File: src/rtl/ha_stream_master.sv
// Traffic source and scoreboard for a valid/ready half adder: drives operand pairs,
// queues the expected {carry,sum} per accepted pair and checks the returned results.
module ha_stream_master #(
    parameter int NUM_TXN   = 16,
    parameter int CNT_W     = 8,
    parameter int MAX_OUTST = 4,
    parameter int ERR_W     = 8
) (
    input  logic             clk,
    input  logic             rst,
    input  logic             start,
    input  logic [3:0]       stall_mask,
    output logic             a_out,
    output logic             b_out,
    output logic             valid_out,
    input  logic             ready_in,
    input  logic             sum_in,
    input  logic             carry_in,
    input  logic             valid_in,
    output logic             ready_out,
    output logic             busy,
    output logic             done,
    output logic             pass,
    output logic             mismatch,
    output logic [ERR_W-1:0] err_cnt
);

    localparam int PTR_W = (MAX_OUTST > 1) ? $clog2(MAX_OUTST) : 1;
    localparam logic [CNT_W-1:0] NUM   = CNT_W'(NUM_TXN);
    localparam logic [PTR_W:0]   DEPTH = (PTR_W + 1)'(MAX_OUTST);

    typedef enum logic [1:0] {S_IDLE, S_RUN, S_DONE} state_e;

    state_e           state_q, state_d;
    logic [CNT_W-1:0] tx_cnt_q, tx_cnt_d;
    logic [CNT_W-1:0] rx_cnt_q, rx_cnt_d;
    logic [PTR_W-1:0] wr_ptr_q, wr_ptr_d;
    logic [PTR_W-1:0] rd_ptr_q, rd_ptr_d;
    logic [PTR_W:0]   fifo_cnt_q, fifo_cnt_d;
    logic [1:0]       fifo_q [MAX_OUTST];
    logic [1:0]       fifo_d [MAX_OUTST];
    logic [ERR_W-1:0] err_cnt_q, err_cnt_d;
    logic             mismatch_q, mismatch_d;
    logic             valid_out_q, valid_out_d;
    logic             a_q, a_d, b_q, b_d;
    logic             busy_q, busy_d;
    logic             done_q, done_d;
    logic             pass_q, pass_d;
    logic [1:0]       phase_q, phase_d;

    logic tx_hs, rx_hs, fifo_nempty, pop, rx_err;

    // ready_out follows the throttle pattern live so stalls land on the intended phase.
    assign ready_out   = (state_q == S_RUN) & ~stall_mask[phase_q];
    assign tx_hs       = valid_out_q & ready_in;
    assign rx_hs       = valid_in & ready_out;
    assign fifo_nempty = (fifo_cnt_q != '0);
    assign pop         = rx_hs & fifo_nempty;
    assign rx_err      = rx_hs & (~fifo_nempty | ({carry_in, sum_in} != fifo_q[rd_ptr_q]));

    always_comb begin
        state_d     = state_q;
        tx_cnt_d    = tx_cnt_q;
        rx_cnt_d    = rx_cnt_q;
        wr_ptr_d    = wr_ptr_q;
        rd_ptr_d    = rd_ptr_q;
        fifo_cnt_d  = fifo_cnt_q;
        fifo_d      = fifo_q;
        err_cnt_d   = err_cnt_q;
        mismatch_d  = 1'b0;
        valid_out_d = valid_out_q;
        a_d         = a_q;
        b_d         = b_q;
        phase_d     = phase_q + 2'd1;

        case (state_q)
            S_RUN: begin
                if (tx_hs) begin
                    fifo_d[wr_ptr_q] = {a_q & b_q, a_q ^ b_q};
                    wr_ptr_d         = wr_ptr_q + 1'b1;
                    tx_cnt_d         = tx_cnt_q + 1'b1;
                end
                if (pop) begin
                    rd_ptr_d = rd_ptr_q + 1'b1;
                    rx_cnt_d = rx_cnt_q + 1'b1;
                end
                if (tx_hs && !pop)
                    fifo_cnt_d = fifo_cnt_q + 1'b1;
                else if (pop && !tx_hs)
                    fifo_cnt_d = fifo_cnt_q - 1'b1;
                if (rx_err) begin
                    mismatch_d = 1'b1;
                    if (err_cnt_q != '1)
                        err_cnt_d = err_cnt_q + 1'b1;
                end
                // A pending offer is frozen until accepted; otherwise look ahead
                // at post-handshake counts so back-to-back offers are possible.
                if (!(valid_out_q && !ready_in)) begin
                    valid_out_d = (tx_cnt_d < NUM) && (fifo_cnt_d < DEPTH);
                    a_d         = tx_cnt_d[1];
                    b_d         = tx_cnt_d[0];
                end
                if (tx_cnt_q == NUM && rx_cnt_q == NUM) begin
                    state_d     = S_DONE;
                    valid_out_d = 1'b0;
                end
            end
            default: begin
                valid_out_d = 1'b0;
                if (start) begin
                    state_d     = S_RUN;
                    tx_cnt_d    = '0;
                    rx_cnt_d    = '0;
                    wr_ptr_d    = '0;
                    rd_ptr_d    = '0;
                    fifo_cnt_d  = '0;
                    err_cnt_d   = '0;
                    valid_out_d = 1'b1;
                    a_d         = 1'b0;
                    b_d         = 1'b0;
                end
            end
        endcase

        busy_d = (state_d == S_RUN);
        done_d = (state_d == S_DONE);
        pass_d = done_d && (err_cnt_d == '0);
    end

    always_ff @(posedge clk or negedge rst) begin
        if (!rst) begin
            state_q     <= S_IDLE;
            tx_cnt_q    <= '0;
            rx_cnt_q    <= '0;
            wr_ptr_q    <= '0;
            rd_ptr_q    <= '0;
            fifo_cnt_q  <= '0;
            for (int i = 0; i < MAX_OUTST; i++) fifo_q[i] <= '0;
            err_cnt_q   <= '0;
            mismatch_q  <= 1'b0;
            valid_out_q <= 1'b0;
            a_q         <= 1'b0;
            b_q         <= 1'b0;
            busy_q      <= 1'b0;
            done_q      <= 1'b0;
            pass_q      <= 1'b0;
            phase_q     <= '0;
        end else begin
            state_q     <= state_d;
            tx_cnt_q    <= tx_cnt_d;
            rx_cnt_q    <= rx_cnt_d;
            wr_ptr_q    <= wr_ptr_d;
            rd_ptr_q    <= rd_ptr_d;
            fifo_cnt_q  <= fifo_cnt_d;
            fifo_q      <= fifo_d;
            err_cnt_q   <= err_cnt_d;
            mismatch_q  <= mismatch_d;
            valid_out_q <= valid_out_d;
            a_q         <= a_d;
            b_q         <= b_d;
            busy_q      <= busy_d;
            done_q      <= done_d;
            pass_q      <= pass_d;
            phase_q     <= phase_d;
        end
    end

    assign a_out     = a_q;
    assign b_out     = b_q;
    assign valid_out = valid_out_q;
    assign busy      = busy_q;
    assign done      = done_q;
    assign pass      = pass_q;
    assign mismatch  = mismatch_q;
    assign err_cnt   = err_cnt_q;

endmodule

File: config.mk
export PLATFORM = sky130hd
export DESIGN_NAME = ha_stream_master
export DESIGN_NICKNAME = d
export VERILOG_FILES = /design/src/rtl/ha_stream_master.sv
export SDC_FILE = /design/constraint.sdc
export NUM_CORES = 1
export LEC_CHECK = 0
export ABC_AREA = 0
export BUFFER_PORTS_ARGS = -buffer_cell sky130_fd_sc_hd__buf_2
export CAP_MARGIN = 5
export CORE_MARGIN = 2
export CORE_UTILIZATION = 30
export DETAILED_ROUTE_END_ITERATION = 10
export PLACE_DENSITY = 0.58
export SYNTH_ARGS = -nofsm -noshare
export SYNTH_HDL_FRONTEND = slang
export SYNTH_SLANG_ARGS = --single-unit
File: constraint.sdc
create_clock -name clk -period 2.1 [get_ports clk]
set_clock_uncertainty 0.05 [all_clocks]
set_input_delay 0.21 -clock clk [delete_from_list [all_inputs] [get_ports clk]]
set_output_delay 0.21 -clock clk [all_outputs]
set_load 0.02 [all_outputs]
Word-level counts from Yosys, hierarchy flattened

Index checks and enable logic that the tools add are counted.

Add/sub/neg operators: 8
Magnitude comparators: 6
Eq/ne operators: 11
Multiplexer cells: 42
Bitwise gates (word level): 12
Reductions and logical operators: 17

Operator list:

| operator            | number |
|---|---|
| $mux 8              | 10 |
| $add 8x1->8 const B | 3 |
| $mux 2              | 11 |
| $eq 8x5->1 const B  | 2 |
| $mux 3              | 5 |
| $mux 1              | 12 |
| $bwmux 8            | 1 |
| $logic_not 8->1     | 1 |
| $lt 8x5->1 const B  | 1 |
| $ne 8x8->1 const B  | 1 |
| $reduce_and 2->1    | 4 |
| $logic_and 1x1->1   | 7 |
| $add 2x1->2 const B | 3 |
| $and 1x1->1         | 6 |
| $ge 3x3->1 const B  | 2 |
| $ne 2x2->1 const B  | 3 |
| $not 2->3           | 2 |
| $bmux 2 s2          | 1 |
| $demux 2 s2         | 1 |
| $eq 2x1->1 const B  | 2 |
| $add 3x1->3 const B | 1 |
| $logic_not 1->1     | 3 |
| $lt 2x3->1 const B  | 1 |
| $lt 3x1->1 const B  | 1 |
| other kinds (11)    | 12 |

Register bits: 50
Input bits: 11
Output and inout bits: 16
Word-level logic and storage cells: 115

Depth between registers and ports, before layout

Gate-level depths: netlist (run 1).

Depth after elaboration: 15
Gate-level depth with buffers: 8
Depth with buffers taken out: 8

Worst setup path after synthesis (run 1)

Ideal clock, no wire load.

Path kind: reg-to-reg
Start: register phase_q[0]
End: register pass_q, in the netlist pass
Library setup time: 0.096 ns
Data arrival time: 2.122 ns
Required time: 1.954 ns
Slack: -0.168 ns
Cell stages (with the launch flop): 7
Path buffers: 0
Period minus slack after synthesis: 2.268 ns
Cells stage by stage: dfrtp_1 -> mux4_2 -> or3_4 -> a31oi_4 -> nand2_1 -> o311a_1 -> nor4_2

Cells in the longest elaborated chain, start to end: 10

Ends and longest elaborated chain:

| item                         | RTL line | text |
|---|---|---|
| start, declared              | 49       | `logic [1:0] phase_q, phase_d;` |
| start signal, assigned       | 164      | `phase_q <= phase_d;` |
| $bmux 1 s2                   | 54       | `assign ready_out = (state_q == S_RUN) & ~stall_mask[phase_q];` |
| $mux 1 (not written as such) | 54       |  |
| $not 1->1                    | 54       |  |
| $and 1x1->1                  | 54       |  |
| $and 1x1->1                  | 56       | `assign rx_hs = valid_in & ready_out;` |
| $and 1x1->1                  | 59       | `assign rx_err = rx_hs & (~fifo_nempty \| ({carry_in, sum_in} != fifo_q[rd_ptr_q]));` |
| $mux 8                       | 91       | `if (rx_err) begin` |
| $mux 8                       | 76       | `case (state_q)` |
| named net err_cnt_d[6]       | 42       | `logic [ERR_W-1:0] err_cnt_q, err_cnt_d;` |
| $logic_not 8->1              | 127      | `pass_d = done_d && (err_cnt_d == '0);` |
| $logic_and 1x1->1            | 127      |  |
| named net pass_d             | 48       | `logic pass_q, pass_d;` |
| end signal, assigned         | 163      | `pass_q <= pass_d;` |
| end, declared                | 48       |  |

The timed path passes the listed nets, and every way through them passes these cells. The select of a mux whose other input is x is not followed.
A chain may end at the register's enable or synchronous reset.

Worst setup path in the final report (run 1)

Ends and elaborated chain as after synthesis.

==> results.tsv, run 1 <==
stage	metric	value	unit
finish	final_common_cell	dfrtp_1	
sta	slew_violations	0	
setup_path	r2r_setup_slack	-0.23	ns
power_and_ir_drop	sw_frac_of_total	37.72	%
job	maxCapViolations	0	
synthesis	synth.area.mux_share	8.755	%
sta	setup_viol	19	
global_routing	grt_pass1_wl	10.54	mm
clocking	clk_path_buf_depth	2	
die	die_w	99.64	µm
setup_path	path_class	flop to flop	
setup_path	timing.rr.start	phase_q[0]	
global_routing	grt_pass1_vias	2170	
die	die-area	0.009927	mm²
sta	worstMarginPinSlew	0.5068	ns
detailed_routing	drt_iter0_markers	81	
die	io_pins	27	
synthesis	yosys.area_share.simple	19.97	%
finish	stdcell_count	443	
detailed_routing	detail_route.wl_per_cell	14.08	µm
synthesis	ys_seq_area_share	45.60	%
power_and_ir_drop	p_int	0.002354	W
clocking	clock_latency	0.29	ns
setup_path	rr_worst_depth	6	
placed_design	dpl.cell_count	427	
detailed_routing	postRouteAntennaNets	0	
power_and_ir_drop	seq_power_share	40.1	%
setup_path	cp_max_fo	6	
finish	n_antenna_cell	0	
finish	area_growth	25.40	%
setup_path	cp-end-kind	flop	
sta	hold_viol	0	
die	start_util	31.16	%
power_and_ir_drop	clkPwrFrac	14.2	%
detailed_routing	firstDrtPassIters	4	
power_and_ir_drop	p_comb_share	45.7	%
sta	fin_ws	-0.2303	ns
setup_path	reg2reg_to	pass	
detailed_routing	viasPerCell	5.059	
power_and_ir_drop	total_power	0.003780	W
outcome	violations	negative setup slack	
global_routing	grt_antenna_before_repair	0	
sta	min_period	2.330	ns
clocking	cts.sinks	50	
global_routing	overflow	0	
synthesis	synth.distinct_cells	45	
detailed_routing	vias	2241	
clocking	clkSlewWorstSetupHoldPaths	0.09	ns
placed_design	dp_hpwl	4.588	mm
synthesis	synth-compound-area-share	12.13	%
worst_hold_path	hold_class	input pin to flop	
synthesis	synthCells	269	
global_routing	globalRouteTotalUtil	13.14	%
synthesis	synth_nets	293	
power_and_ir_drop	p_leak	1.662	nW
worst_hold_path	whs_endpoint	state_q[0]	
synthesis	synth.ff_latch_count	50	
die	num_rows	34	
power_and_ir_drop	ir_worst_vdd	0.5584	mV
clocking	tritoncts	built	
outcome	outcome	finished with violations	
clocking	cts_buffers	5	
global_routing	grt_max_degree	20	
synthesis	netlist_area	0.002744	mm²
finish	nFillCells	875	
synthesis	synth_top_family_by_area	simple AND/OR/NAND/NOR gates	
synthesis	ys_async_sr_fraction	100.0	%
sta	fin_crit_sh	111.0	%
synthesis	synthAdderAreaFrac	6.293	%
setup_path	cp.arrival	2.48	ns
synthesis	synthFlopType	dfrtp_1	
sta	maxSlewHeadroom	66.22	%
synthesis	synthXorXnorAreaFrac	4.469	%
sta	grt_setup_unrepaired	yes	
die	die_h	99.64	µm
power_and_ir_drop	power_per_cell_area	1098	mW/mm²
finish	layout_common_cells	49 x dfrtp_1, 35 x buf_4, 30 x nand2_1	
power_and_ir_drop	net-switching-power	0.001426	W
synthesis	ys_warn_count	0	
worst_hold_path	hp-start	start	
die	core	0.008806	mm²
sta	max_freq	429.1	MHz
clocking	cts-root-buf	clkbuf_8	
setup_path	crit_required	2.25	ns
synthesis	synth-edff-count	0	
placed_design	gp_congestion	0.8441	
finish	drive_above_1_share	29.25	%
synthesis	avgSynthCellArea	10.20	µm²
detailed_routing	wl	6.238	mm
clocking	cts_max_level	2	
setup_path	start_kind	flop	
detailed_routing	remaining_drc_errors	0	
worst_hold_path	hold_path_depth	2	
placed_design	port_buffers	26	
finish	finalNetCount	359	
per-layer routing:
metal	global-route usage, %	routed length, µm
met1	18.41	3008
met2	21.83	2952
met3	2.741	263
met4	1.264	14
met5	0	0
critical path, stage by stage (launching register included):
cell,delay (ns)
dfrtp_1,0.38
mux4_2,0.54
or3_4,0.37
a31oi_4,0.24
nand2_1,0.08
o311a_1,0.32
nor4_2,0.27
layout make-up:
type | count | area (µm²) | area share [%]
clock inverter | 2 | 10.01 | 0.2909
clock buffer | 5 | 68.82 | 2.000
tap | 108 | 135.1 | 3.927
timing repair buffer | 66 | 465.4 | 13.53
inverter | 13 | 48.80 | 1.418
multi-input combinational | 199 | 1460 | 42.44
sequential | 50 | 1252 | 36.40
through the flow:
stage               cell area (µm²)  hold WS, ns  utilization [%]  TNS (ns)  worst slack (ns)
floorplan                      2744      -0.1356                -   -0.6321           -0.1679
detailed placement             3214       0.1555            36.50    -1.110           -0.2608
finish                         3441       0.1803            39.07    -2.302           -0.2303
CTS                            3391       0.1758            38.51    -2.366           -0.2345
global placement               3214       0.1483            36.50   -0.7681           -0.2253
global route                   3441       0.1932            39.07    -4.291           -0.3366
cell usage after synthesis, drive strengths merged, types with 2 or more instances:
cell,n,area (µm²)
clkbuf,6,22.52
nor4,2,25.02
dfrtp,50,1251
xor2,6,52.55
o22ai,3,18.77
mux2i,6,60.06
nor3,2,10.01
inv,13,48.80
mux4,3,67.56
a21oi,7,35.03
and4b,2,20.02
nand2b,3,18.77
and2,4,25.02
a22o,2,17.52
o31ai,4,30.03
xnor2,8,70.07
nand2,30,112.6
ha,13,162.7
nand3b,2,15.01
nor3b,2,15.01
or2,2,12.51
a311oi,2,17.52
nor2,21,78.83
nor4b,2,23.77
nand4,7,43.79
o21ai,18,90.09
a2bb2oi,2,17.52
nand3,9,45.04
nor2b,2,12.51
and3,11,68.82
a21o,3,22.52
mux2,10,112.6
power by group through the flow:
stage	Clock [W]	Combinational, W	Sequential (W)
2_1_floorplan	0	0.000927	0.00159
3_3_place_gp	0	0.00157	0.00153
3_5_place_dp	0	0.00161	0.00153
4_1_cts	0.000559	0.00171	0.00151
5_1_grt	0.000607	0.00195	0.00156
6_report	0.000538	0.00173	0.00151
logic make-up after synthesis:
group                      Yosys count
AOI/OAI and AO/OA                   49
adders and majority gates           14
buffers and inverters               20
and+or+nand+nor                    103
xor gates and xnor gates            14
muxes                               19
DFF                                 50
how the worst max path moves through the flow:
stage / start / end / slack, ns / cells past startpoint
finish: phase_q[0] / pass / -0.23 / 6
floorplan: phase_q[0] / pass / -0.17 / 6
global placement: phase_q[0] / pass / -0.23 / 6
CTS: phase_q[0] / pass / -0.23 / 6
global route: phase_q[0] / pass / -0.34 / 6
detailed placement: phase_q[0] / pass / -0.26 / 6
timing repair:
item,4_1_cts,5_1_grt
cloned,0,1
hold endpoints to repair,17,0
buffers inserted,5,2
endpoints found under the setup margin,10,22
pin swaps,5,4
hold buffers,1,0
gates resized for setup,12,5
flip-flops by register name, indices dropped and copies added, names as in the netlist:
register / count
state_q: 2
wr_ptr_q: 2
rx_cnt_q: 8
rd_ptr_q: 2
phase_q: 2
fifo_cnt_q: 3
tx_cnt_q: 8
err_cnt: 8
busy: 1
pass: 1
mismatch: 1
b_out: 1
valid_out: 1
fifo_q: 8
done: 1
a_out: 1
Note: power is estimated with default switching activity, not from simulation.
==> inputs of run 2 (changes only) <==
Settings changed: PLACE_DENSITY 0.58 to default, PLACE_DENSITY_LB_ADDON from default to 0.25.
Clock period 2.1 ns to 2.6 ns, I/O delays scaled along.
==> results.tsv, run 2 (same netlist as run 1, synthesis figures left out) <==
stage	metric	value	unit	change
die	num_rows	34		unchanged
finish	nFillCells	898		was 875
placed_design	port_buffers	26		unchanged
detailed_routing	firstDrtPassIters	6		was 4
setup_path	start_kind	flop		unchanged
sta	setup_viol	0		was 19
sta	worstMarginPinSlew	0.6400	ns	was 0.5068 ns
detailed_routing	viasPerCell	5.093		was 5.059
sta	maxSlewHeadroom	57.33	%	was 66.22%
setup_path	slowest_delay	0.57	ns	was 0.54 ns
power_and_ir_drop	ir_worst_vdd	0.5012	mV	was 0.5584 mV
clocking	cts_buffers	5		unchanged
setup_path	endpoint	pass		unchanged
die	die_h	99.64	µm	unchanged
finish	finalNetCount	325		was 359
sta	fin_ws	0.1597	ns	was -0.2303 ns
detailed_routing	drt_iter0_markers	101		was 81
placed_design	dpl.cell_count	401		was 427
detailed_routing	wl	5.809	mm	was 6.238 mm
global_routing	grt_antenna_before_repair	0		unchanged
setup_path	cp.arrival	2.61	ns	was 2.48 ns
sta	fin_crit_sh	93.86	%	was 111.0%
sta	max_freq	409.8	MHz	was 429.1 MHz
setup_path	r2r_setup_slack	0.16	ns	was -0.23 ns
sta	grt_setup_unrepaired	no		was yes
detailed_routing	detail_route.wl_per_cell	14.24	µm	was 14.08 µm
global_routing	grt_pass1_vias	1998		was 2170
setup_path	critPathLaunch	phase_q[0]		unchanged
sta	min_period	2.440	ns	was 2.330 ns
clocking	clkSlewWorstSetupHoldPaths	0.09	ns	about the same
setup_path	critPathSlowestCell	mux4_2		unchanged
placed_design	dp_hpwl	4.182	mm	was 4.588 mm
sta	fin_setup_tns	0	ns	was -2.302 ns
sta	slew_violations	0		unchanged
die	die_w	99.64	µm	unchanged
clocking	tritoncts	built		unchanged
placed_design	dp_slack	0.1599	ns	was -0.2608 ns
finish	final_common_cell	dfrtp_1		unchanged
global_routing	grt_max_degree	51		was 20
setup_path	crit_required	2.77	ns	was 2.25 ns
setup_path	worst-path-stages	6		unchanged
sta	hold_viol	4		was 0
global_routing	overflow	0		unchanged
finish	stdcell_count	408		was 443
clocking	clock_latency	0.30	ns	was 0.29 ns
die	core	0.008806	mm²	unchanged
job	maxCapViolations	0		unchanged
detailed_routing	remaining_drc_errors	0		unchanged
setup_path	cp-end-kind	flop		unchanged
die	io_pins	27		unchanged
power_and_ir_drop	total_power	0.002812	W	was 0.003780 W
clocking	cts_max_level	2		unchanged
setup_path	reg2reg_to	pass		unchanged
outcome	outcome	finished with violations		unchanged
global_routing	globalRouteTotalUtil	12.08	%	was 13.14%
clocking	cts-root-buf	clkbuf_8		unchanged
clocking	cts.sinks	50		unchanged
detailed_routing	postRouteAntennaNets	0		unchanged
finish	drive_above_1_share	20.67	%	was 29.25%
finish	n_antenna_cell	0		unchanged
setup_path	cp_max_fo	4		was 6
clocking	clk_path_buf_depth	2		unchanged
worst_hold_path	hold_class	input pin to asynchronous set/reset pin		was input pin to flop
clocking	cts_hold_buf	0		was 1
setup_path	path_class	flop to flop		unchanged
die	die-area	0.009927	mm²	unchanged
setup_path	rr_worst_depth	6		unchanged
die	start_util	31.16	%	unchanged
setup_path	cp_cell_sequence	mux4_2 -> or3_4 -> a311oi_1 -> a2bb2oi_2 -> o211ai_1 -> nor4_2		was mux4_2 -> or3_4 -> a31oi_4 -> nand2_1 -> o311a_1 -> nor4_2
power_and_ir_drop	power_per_cell_area	896.9	mW/mm²	was 1098 mW/mm²
finish	layout_common_cells	50 x dfrtp_1, 30 x nand2_1, 26 x buf_2		was 49 x dfrtp_1, 35 x buf_4, 30 x nand2_1
setup_path	crit_buf_inv	0		unchanged
detailed_routing	vias	2078		was 2241
finish	area_growth	14.27	%	was 25.40%
power_and_ir_drop	p_leak	1.473	nW	was 1.662 nW
global_routing	grt_pass1_wl	9.680	mm	was 10.54 mm
sta	timing.hold.ws	-0.008163	ns	was 0.1803 ns
setup_path	path_delay_family	compound AO/OA/AOI/OAI gates		was simple AND/OR/NAND/NOR gates
placed_design	gp_congestion	0.7771		was 0.8441
outcome	violations	negative hold slack		was negative setup slack
setup_path	timing.rr.start	phase_q[0]		unchanged
==> run 2: changes by cell type in the layout (fill, tap and decap cells not counted), sizes merged <==
cell / delta
a31oi: +1
buf: -33
clkinv: -2
dlygate4sd3: -1
==> run 2: power breakdown <==
| part | total [W] | leakage (nW) | internal (W) | switching, W |
|---|---|---|---|---|
| registers | 0.00127 | 0.632 | 0.00101 | 0.000265 |
| logic | 0.00109 | 0.798 | 0.000504 | 0.000583 |
| clock network | 0.000452 | 0.0431 | 0.000206 | 0.000246 |
==> run 2: cell type report <==
type | instances | area, µm² | share of cell area, %
Sequential cell | 50 | 1251 | 39.90
Tap cell | 108 | 135.1 | 4.310
Timing Repair Buffer | 31 | 167.7 | 5.347
Multi-Input combinational cell | 200 | 1450 | 46.25
Clock buffer | 6 | 82.58 | 2.634
Inverter | 13 | 48.80 | 1.556
==> run 2: timing repair <==
action | in CTS | in global routing
setup endpoints to repair | 0 | 1
gates resized for setup | 0 | 3
endpoints found under the hold margin | 0 | 0
setup buffers | 0 | 0
==> run 2: worst min-delay path by stage <==
stage | from | to | slack (ns) | depth (start not counted)
2_1_floorplan | rst | a_out | -0.09 | 0
3_3_place_gp | rst | err_cnt[3] | 0.37 | 2
3_5_place_dp | rst | mismatch | 0.37 | 2
4_1_cts | rst | mismatch | 0.03 | 2
5_1_grt | rst | pass | 0.06 | 2
6_report | rst | pass | -0.008 | 2
==> run 2: metal layers <==
metal | track usage (%) | vias to the layer above | routed length, µm
li1 | - | 1025 | -
met1 | 16.78 | 1010 | 2912
met2 | 18.24 | 38 | 2578
met3 | 3.514 | 5 | 268
met4 | 3.688 | 0 | 49
met5 | 0 | - | 0
==> run 2: through the flow <==
stage / instance area, µm² / util, % / hold slack [ns]
final: 3136 / 35.61 / -0.008163
after global routing: 3136 / 35.61 / 0.05595
after CTS: 3102 / 35.22 / 0.03161
after detailed placement: 3019 / 34.29 / 0.3690
after global placement: 3019 / 34.29 / 0.3668
after floorplan: 2744 / - / -0.08559
==> run 2: worst reg2reg max path: stages, from the launching register on <==
cell	delay (ns)
dfrtp_1	0.41
mux4_2	0.57
or3_4	0.39
a311oi_1	0.36
a2bb2oi_2	0.21
o211ai_1	0.14
nor4_2	0.22
